File: config.mk
export PLATFORM = sky130hd
export DESIGN_NAME = des_key_sched
export DESIGN_NICKNAME = d
export VERILOG_FILES = /design/src/rtl/des_pkg.sv /design/src/rtl/des_pc2.sv /design/src/rtl/des_key_sched.sv
export SDC_FILE = /design/constraint.sdc
export NUM_CORES = 1
export LEC_CHECK = 0
export ABC_AREA = 0
export ABC_CLOCK_PERIOD_IN_PS = 3450
export BUFFER_PORTS_ARGS = -buffer_cell sky130_fd_sc_hd__buf_2
export CAP_MARGIN = 20
export CORE_MARGIN = 4
export CORE_UTILIZATION = 42
export CTS_BUF_LIST = sky130_fd_sc_hd__clkbuf_8 sky130_fd_sc_hd__clkbuf_16
export CTS_CLUSTER_SIZE = 28
export DETAILED_ROUTE_END_ITERATION = 10
export PLACE_DENSITY_LB_ADDON = 0.1
export SYNTH_ARGS = -nofsm -noshare
export SYNTH_HDL_FRONTEND = slang
export SYNTH_SLANG_ARGS = --single-unit
File: constraint.sdc
create_clock -name clk -period 3.45 [get_ports clk]
set_input_delay 0.345 -clock clk [delete_from_list [all_inputs] [get_ports clk]]
set_output_delay 0.345 -clock clk [all_outputs]
set_load 0.05 [all_outputs]
File: src/rtl/des_pkg.sv
// des_pkg: DES key schedule tables, widths, state encoding and rotate helpers
package des_pkg;
  localparam int KEY_W = 64;
  localparam int CD_W = 28;
  localparam int SUBKEY_W = 48;
  localparam int ROUND_W = 5;
  typedef enum logic {IDLE, RUN} state_t;
  localparam int PC1 [56] = '{
    57, 49, 41, 33, 25, 17, 9, 1, 58, 50, 42, 34, 26, 18,
    10, 2, 59, 51, 43, 35, 27, 19, 11, 3, 60, 52, 44, 36,
    63, 55, 47, 39, 31, 23, 15, 7, 62, 54, 46, 38, 30, 22,
    14, 6, 61, 53, 45, 37, 29, 21, 13, 5, 28, 20, 12, 4};
  localparam int PC2 [48] = '{
    14, 17, 11, 24, 1, 5, 3, 28, 15, 6, 21, 10,
    23, 19, 12, 4, 26, 8, 16, 7, 27, 20, 13, 2,
    41, 52, 31, 37, 47, 55, 30, 40, 51, 45, 33, 48,
    44, 49, 39, 56, 34, 53, 46, 42, 50, 36, 29, 32};
  localparam logic [1:0] ENC_SHIFT [16] = '{
    2'd1, 2'd1, 2'd2, 2'd2, 2'd2, 2'd2, 2'd2, 2'd2,
    2'd1, 2'd2, 2'd2, 2'd2, 2'd2, 2'd2, 2'd2, 2'd1};
  localparam logic [1:0] DEC_SHIFT [16] = '{
    2'd0, 2'd1, 2'd2, 2'd2, 2'd2, 2'd2, 2'd2, 2'd2,
    2'd1, 2'd2, 2'd2, 2'd2, 2'd2, 2'd2, 2'd2, 2'd1};
  function automatic logic [0:CD_W-1] rotl(input logic [0:CD_W-1] x, input logic [1:0] n);
    return n == 2'd2 ? {x[2:CD_W-1], x[0:1]} : n == 2'd1 ? {x[1:CD_W-1], x[0]} : x;
  endfunction
  function automatic logic [0:CD_W-1] rotr(input logic [0:CD_W-1] x, input logic [1:0] n);
    return n == 2'd2 ? {x[CD_W-2:CD_W-1], x[0:CD_W-3]} : n == 2'd1 ? {x[CD_W-1], x[0:CD_W-2]} : x;
  endfunction
endpackage

File: src/rtl/des_pc2.sv
// des_pc2: combinational PC-2 selection of a 48-bit subkey from 56-bit C||D
module des_pc2
  import des_pkg::*;
(
  input  logic [0:2*CD_W-1]   cd,
  output logic [0:SUBKEY_W-1] key
);
  for (genvar i = 0; i < SUBKEY_W; i++) begin : g_pc2
    assign key[i] = cd[PC2[i]-1];
  end
endmodule

File: src/rtl/des_key_sched.sv
// des_key_sched: iterative DES subkey generator with valid/ready handshake
module des_key_sched
  import des_pkg::*;
(
  input  logic                clk,
  input  logic                rst,
  input  logic                start,
  input  logic [0:KEY_W-1]    key_in,
  input  logic                decrypt,
  input  logic                key_ready,
  output logic [0:SUBKEY_W-1] key,
  output logic [ROUND_W-1:0]  round,
  output logic                key_valid,
  output logic                busy,
  output logic                done
);
  state_t state;
  logic [0:CD_W-1] c, d;
  logic dec;
  logic [0:2*CD_W-1] pc1;
  logic acc;
  for (genvar i = 0; i < 2*CD_W; i++) begin : g_pc1
    assign pc1[i] = key_in[PC1[i]-1];
  end
  assign acc = state == RUN && key_ready;
  assign key_valid = state == RUN;
  assign busy = state == RUN;
  des_pc2 u_pc2 (.cd({c, d}), .key(key));
  // load C/D on start, then step them once per accepted subkey
  always_ff @(posedge clk) begin
    if (rst) begin
      state <= IDLE;
      c <= '0;
      d <= '0;
      dec <= 1'b0;
      round <= '0;
      done <= 1'b0;
    end else begin
      done <= 1'b0;
      if (state == IDLE && start) begin
        c <= decrypt ? pc1[0:CD_W-1] : rotl(pc1[0:CD_W-1], 2'd1);
        d <= decrypt ? pc1[CD_W:2*CD_W-1] : rotl(pc1[CD_W:2*CD_W-1], 2'd1);
        dec <= decrypt;
        round <= 5'd1;
        state <= RUN;
      end else if (acc) begin
        if (round == 5'd16) begin
          state <= IDLE;
          round <= '0;
          done <= 1'b1;
        end else begin
          round <= round + 5'd1;
          c <= dec ? rotr(c, DEC_SHIFT[round[3:0]]) : rotl(c, ENC_SHIFT[round[3:0]]);
          d <= dec ? rotr(d, DEC_SHIFT[round[3:0]]) : rotl(d, ENC_SHIFT[round[3:0]]);
        end
      end
    end
  end
endmodule

After elaboration in Yosys (flattened, before gate mapping)

Memories as Yosys holds them, arrays and structs flattened.
Cells that the tools add are included.

Flip-flop bits (word level): 64
Bits in read-only memories: 64
Input bits: 69
Output and inout bits: 56
Logic and storage cells: 59
Memories kept: 2

$add $sub $neg: 1
$lt $le $gt $ge: 1
Eq/ne operators: 7
Multiplexer cells: 29
Bitwise logic cells: 3
Reduce and logical (&&, ||, !) cells: 9

Memory list:

| name            | depth | width | read ports | clocked after Yosys merged registers in | wr ports | RTL line            | text |
|---|---|---|---|---|---|---|---|
| (no name shown) | 16    | 2     | 1          | 0                                       | 0        | des_key_sched.sv:54 | `d <= dec ? rotr(d, DEC_SHIFT[round[3:0]]) : rotl(d, ENC_SHIFT[round[3:0]]);` |
| (no name shown) | 16    | 2     | 1          | 0                                       | 0        | des_key_sched.sv:54 |  |

Operator list:

| kind                | number |
|---|---|
| $mux 28             | 18 |
| $mux 2              | 4 |
| $mux 1              | 6 |
| $add 5x1->5 const B | 1 |
| $eq 5x5->1 const B  | 1 |
| $ge 5x5->1 const B  | 1 |
| $mux 5              | 1 |
| $not 4->5           | 1 |
| $eq 2x1->1 const B  | 2 |
| $eq 2x2->1 const B  | 2 |
| $ne 4x1->1 const B  | 1 |
| $reduce_and 4->1    | 1 |
| $reduce_bool 2->1   | 2 |
| $reduce_bool 4->1   | 1 |
| $reduce_or 3->1     | 1 |
| $logic_and 1x1->1   | 2 |
| $ne 2x2->1 const B  | 1 |
| $not 1->1           | 2 |
| $reduce_and 2->1    | 1 |
| $reduce_or 2->1     | 1 |

Longest topological paths before layout

Depth in word-level cells: 11
Gate-level depth with buffers: 12
Mapped depth without buffers: 10

Cells and area by module

From an unflattened synthesis, not the netlist that was laid out.

Cells, all modules: 683
Area, all modules: 5,974.5 sq um

By module, submodules not included:

| module        | times used | cells each | area each (sq um) | seq. area each (sq um) |
|---|---|---|---|---|
| des_key_sched | 1          | 635        | 5,614.1           | 1,281.2 |
| des_pc2       | 1          | 48         | 360.3             | 0.0 |

Worst setup path after synthesis

OpenSTA, ideal clock, no wires.

Path kind: register -> register
Start: reg round[0]
End: reg c[0] (netlist bit)
Setup time: 0.152 ns
Arrival time: 2.892 ns
Data required time: 3.298 ns
Setup slack: 0.407 ns
Cell stages (with the launch flop): 12
Period minus slack after synthesis: 3.043 ns
Cells stage by stage: dfxtp_1 inv_1 ha_1 mux2_1 a21oi_1 ha_1 mux2_1 a311o_1 nand2_1 buf_2 buf_4 a221oi_2

Cells in the longest elaborated chain, start to end: 10
Elaborated cells on any way between the ends: 22

RTL lines:

| item                            | RTL line                     | text |
|---|---|---|
| start, declared                 | des_key_sched.sv:12          | `output logic [ROUND_W-1:0] round,` |
| start signal, assigned          | des_key_sched.sv:52          | `round <= round + 5'd1;` |
| $not 4->5 (not written as such) | des_key_sched.sv:53          | `c <= dec ? rotr(c, DEC_SHIFT[round[3:0]]) : rotl(c, ENC_SHIFT[round[3:0]]);` |
| $mem_v2 16x2                    | --                           |  |
| $mux 2 (2 in series)            | --                           |  |
| $eq 2x2->1 (on tied branches)   | --                           |  |
| $mux 28 (on tied branches)      | des_pkg.sv:25, des_pkg.sv:28 |  |
| $mux 28                         | des_key_sched.sv:53          |  |
| $mux 28                         | des_key_sched.sv:47          | `if (round == 5'd16) begin` |
| $mux 28                         | des_key_sched.sv:46          | `end else if (acc) begin` |
| $mux 28                         | des_key_sched.sv:40          | `if (state == IDLE && start) begin` |
| end signal, assigned            | des_key_sched.sv:41          | `c <= decrypt ? pc1[0:CD_W-1] : rotl(pc1[0:CD_W-1], 2'd1);` |
| end signal, assigned            | des_key_sched.sv:53          |  |
| end, declared                   | des_key_sched.sv:18          | `logic [0:CD_W-1] c, d;` |

Parallel ways exist; a longest one is shown, timed or not. The select of a mux whose other input is x is not followed.
A chain may end at the register's enable or synchronous reset.

Final worst setup path

Start: reg round[0]
End: reg d[8] (netlist bit)

Cells in the longest elaborated chain, start to end: 10
Elaborated cells on any way between the ends: 22

RTL lines:

| item                                       | RTL line                     | text |
|---|---|---|
| $not 4->5 (not written as such)            | des_key_sched.sv:54          |  |
| $mem_v2 16x2                               | --                           |  |
| $mux 2 (not written as such) (2 in series) | des_key_sched.sv:54          |  |
| $eq 2x2->1 (on tied branches)              | des_pkg.sv:25, des_pkg.sv:28 |  |
| $mux 28 (on tied branches)                 | des_pkg.sv:25, des_pkg.sv:28 |  |
| $mux 28                                    | des_key_sched.sv:54          |  |
| $mux 28                                    | des_key_sched.sv:47          |  |
| $mux 28                                    | des_key_sched.sv:46          |  |
| $mux 28                                    | des_key_sched.sv:40          |  |
| end signal, assigned                       | des_key_sched.sv:42          | `d <= decrypt ? pc1[CD_W:2*CD_W-1] : rotl(pc1[CD_W:2*CD_W-1], 2'd1);` |
| end signal, assigned                       | des_key_sched.sv:54          |  |
| end, declared                              | des_key_sched.sv:18          |  |

Parallel ways exist; a longest one is shown, timed or not. The select of a mux whose other input is x is not followed.

==> summary.md <==
| Metric | Value |
|---|---|
| Outcome | finished clean |
| Worst Path Max Fanout | 24 |
| Max Freq | 332 MHz |
| Overall routing resource usage | 20.3% |
| Die H | 127 um |
| Hold Path Class | in -> reg |
| Worst Hold Path Cells | 3 |
| Synth top area share | 21.4% |
| Final Util | 47.4% |
| Post-cts sizing count | 0 |
| DRC | 0 |
| Deepest clock path buffer count | 2 |
| Setup Skew | 0.00418 ns |
| Pwr Total | 2820 uW |
| GRT Residual Overflow | 0 |
| Hold Fails Final Rpt | 0 |
| Reg2Reg Depth | 9 |
| Core area | 13900 sq um |
| Tcrit/Tclk final | 87.4% |
| Maximum vdd drop | 0.170 mV |
| Area Overhead vs Synth | 10.1% |
| YS warnings | 0 |
| Cell accounting for the most synthesized area | dfxtp_1 |
| Seq pwr share | 33.1% |
| R2R setup slack | 0.43 ns |
| Die X | 127 um |
| Most frequent cells in the layout | 115 x buf_2, 114 x mux2i_1, 63 x nor2_1, 63 x dfxtp_1, 61 x nand2_1 |
| Mux contribution to synthesized area | 30.0% |
| Sw Ratio | 38.1% |
| Synth Register Bits | 64 |
| Internal | 1750 uW |
| Synth Area in Adders | 1.88% |
| Worst skew pair latency | 0.33 ns |
| Worst path bufs/invs | 2 |
| HPWL Detailed | 10.4 mm |
| Final setup viols | 0 |
| Post-route minimum period | 3.02 ns |
| Complex-gate fraction of the synthesized area | 20.1% |
| Final #Nets | 782 |
| Largest net degree at the start of global routing | 117 |
| Clk pwr share | 33.1% |
| Critical path, cell by cell | inv_1 -> ha_1 -> mux2_1 -> a21oi_1 -> ha_2 -> mux2_1 -> a311o_2 -> buf_4 -> a221oi_2 |
| Commonest non-fill, non-tap cell in the layout | buf_2 |
| Static leakage power | 0.00261 uW |
| Critical path class | reg -> reg |
| CP required | 3.69 ns |
| Distinct cells, synth | 29 |
| Simple-gate area share of the yosys netlist | 13.9% |
| Mapped Nets | 761 |
| DRT iter0 DRCs | 342 |
| Routed Antenna Nets | 0 |
| Largest family of logic cells by synthesized area | multiplexers |
| Critical-path top delay cell | dfxtp_1 |
| CTS Hold Buffers Added | 0 |
| Routed WL | 16.6 mm |
| CTS root buf | clkbuf_16 |
| Critical Path Start Type | flip-flop |
| Share of layout cells above drive strength 1 | 30.3% |
| TNS Setup | 0 ns |
| Comb pwr share | 33.7% |
| Starting density of the core | 43.0% |
| XOR/XNOR share of the synthesized area | 0.440% |
| Iteration count of the initial detailed-routing pass | 5 |
| Fillers | 1409 |
| P_sw | 1080 uW |
| Slew headroom | 35.6% |
| DR vias/cell | 5.83 |
| Cts bufs inserted | 9 |
| Via count | 5181 |
| Placer Congestion | 0.801 |
| TritonCTS clock tree | built |
| Crit path max-delay family | compound AO/OA/AOI/OAI gates |
| Crit-path most repeated cell | mux2_1 |
| Crit. End Element | flip-flop |
| H-tree Lvls | 3 |
| Row Count | 43 |
| Worst slew pin tran | 0.966 ns |
| Seq/Total Area, Yosys | 21.4% |
| Worst EP arrival | 3.25 ns |
| Pins over their slew limit | 0 |
| Vias in the first global route | 5392 |
| Worst-path clk slew | 0.06 ns |
| Ports | 125 |
| Setup Buffers After CTS | 0 |
| RSZ-0062 raised after global routing | no |
| Syn Std Cell Area | 5970 sq um |
| Average routed wire per standard cell | 18.7 um |
| Port Buffers | 116 |
| Power Density | 429 nW/um^2 |
| First-pass GRT wire length | 27.7 mm |
| Max Cap Viol | 0 |
| WP depth | 9 |
| CTS Sinks | 64 |
| Syn avg cell area | 8.75 sq um |
| Initial antenna violation count | 0 |
| Largest cells by area after synthesis | dfxtp_1 21%, mux2i_1 19%, a221oi_2 10% |
| N_diodes | 0 |
| Max stage delay on crit path | 0.48 ns |
| Die area | 16200 sq um |
| Cell count after synthesis | 683 |
## cell families after synthesis
logic type,count (synthesis)
flip-flops,64
AO/OA/AOI/OAI,118
adder cells (fa/ha/maj),9
XOR/XNOR,3
multiplexers,172
AND/OR/NAND/NOR,194
buffers and inverters,123
## final cells by class
type / instances / area (sq um) / share of cell area, %
clock buffers: 11 / 253 / 3.84
clock inverters: 5 / 47.5 / 0.723
inverters: 3 / 11.3 / 0.171
multi-input cells: 496 / 4000 / 60.7
flip-flops and latches: 64 / 1280 / 19.5
well taps: 180 / 225 / 3.42
repair buffers: 130 / 763 / 11.6
## per-layer routing
| metal | GRT usage (%) | share of wire, % | up-vias | routed length [um] |
|---|---|---|---|---|
| met5 | 0 | 0 | - | 0 |
| met4 | 5.80 | 1.2 | 0 | 192 |
| met3 | 3.18 | 4.2 | 13 | 693 |
| met2 | 32.5 | 46 | 129 | 7670 |
| met1 | 28.1 | 48 | 2509 | 8030 |
| li1 | - | - | 2530 | - |
## worst register-to-register path: stages (launching register included)
cell and delay (ns):
dfxtp_1 0.48, inv_1 0.11, ha_1 0.26, mux2_1 0.31, a21oi_1 0.23, ha_2 0.31, mux2_1 0.27, a311o_2 0.36
buf_4 0.29, a221oi_2 0.32
## state kept, by name, summed over array words and instances, names as in the netlist
signal / cells
d: 28
c: 28
busy: 1
dec: 1
round: 5
done: 1
## cells in the mapped netlist
| master | number |
|---|---|
| mux2i_1 | 114 |
| dfxtp_1 | 64 |
| nor2_1 | 63 |
| nand2_1 | 62 |
| nand3_1 | 56 |
| o211ai_1 | 56 |
| buf_4 | 55 |
| a221oi_2 | 40 |
| mux2_1 | 36 |
| clkbuf_1 | 32 |
| buf_2 | 23 |
| mux2_2 | 22 |
| a221oi_1 | 16 |
| ha_1 | 9 |
| buf_1 | 6 |
| buf_6 | 4 |
| nor3_1 | 4 |
| a21oi_1 | 3 |
| inv_1 | 3 |
| nand4_1 | 3 |
| xor2_1 | 3 |
| nor2b_1 | 2 |
| a211oi_1 | 1 |
| a311o_1 | 1 |
| a31oi_1 | 1 |
| and2_1 | 1 |
| nand2b_1 | 1 |
| nand2b_4 | 1 |
| nor2_2 | 1 |
## stage by stage
| stage | hold WS (ns) | setup WS, ns | instances | instance area [sq um] |
|---|---|---|---|---|
| 2_1_floorplan | 0.506 | 0.407 | 683 | 5970 |
| 3_5_place_dp | 0.573 | 0.457 | 873 | 6280 |
| 4_1_cts | 0.306 | 0.428 | 889 | 6580 |
| 6_report | 0.314 | 0.434 | 889 | 6580 |
| 3_3_place_gp | 0.555 | 0.525 | 873 | 6280 |
| 5_1_grt | 0.309 | 0.219 | 889 | 6580 |
## power groups by stage
stage	registers (uW)	logic, uW	clock network (uW)
global route	953	1030	984
floorplan	915	833	0
detailed placement	951	954	0
global placement	948	944	0
CTS	935	959	953
finish	936	953	936
## worst paths after layout
check	from	to
worst max-delay path	round[0]	d[8]
worst max register to register	round[0]	d[8]
worst min register to register	d[14]	d[14]
worst min-delay path	start	busy
No activity file was read; power rests on OpenSTA's default activity.
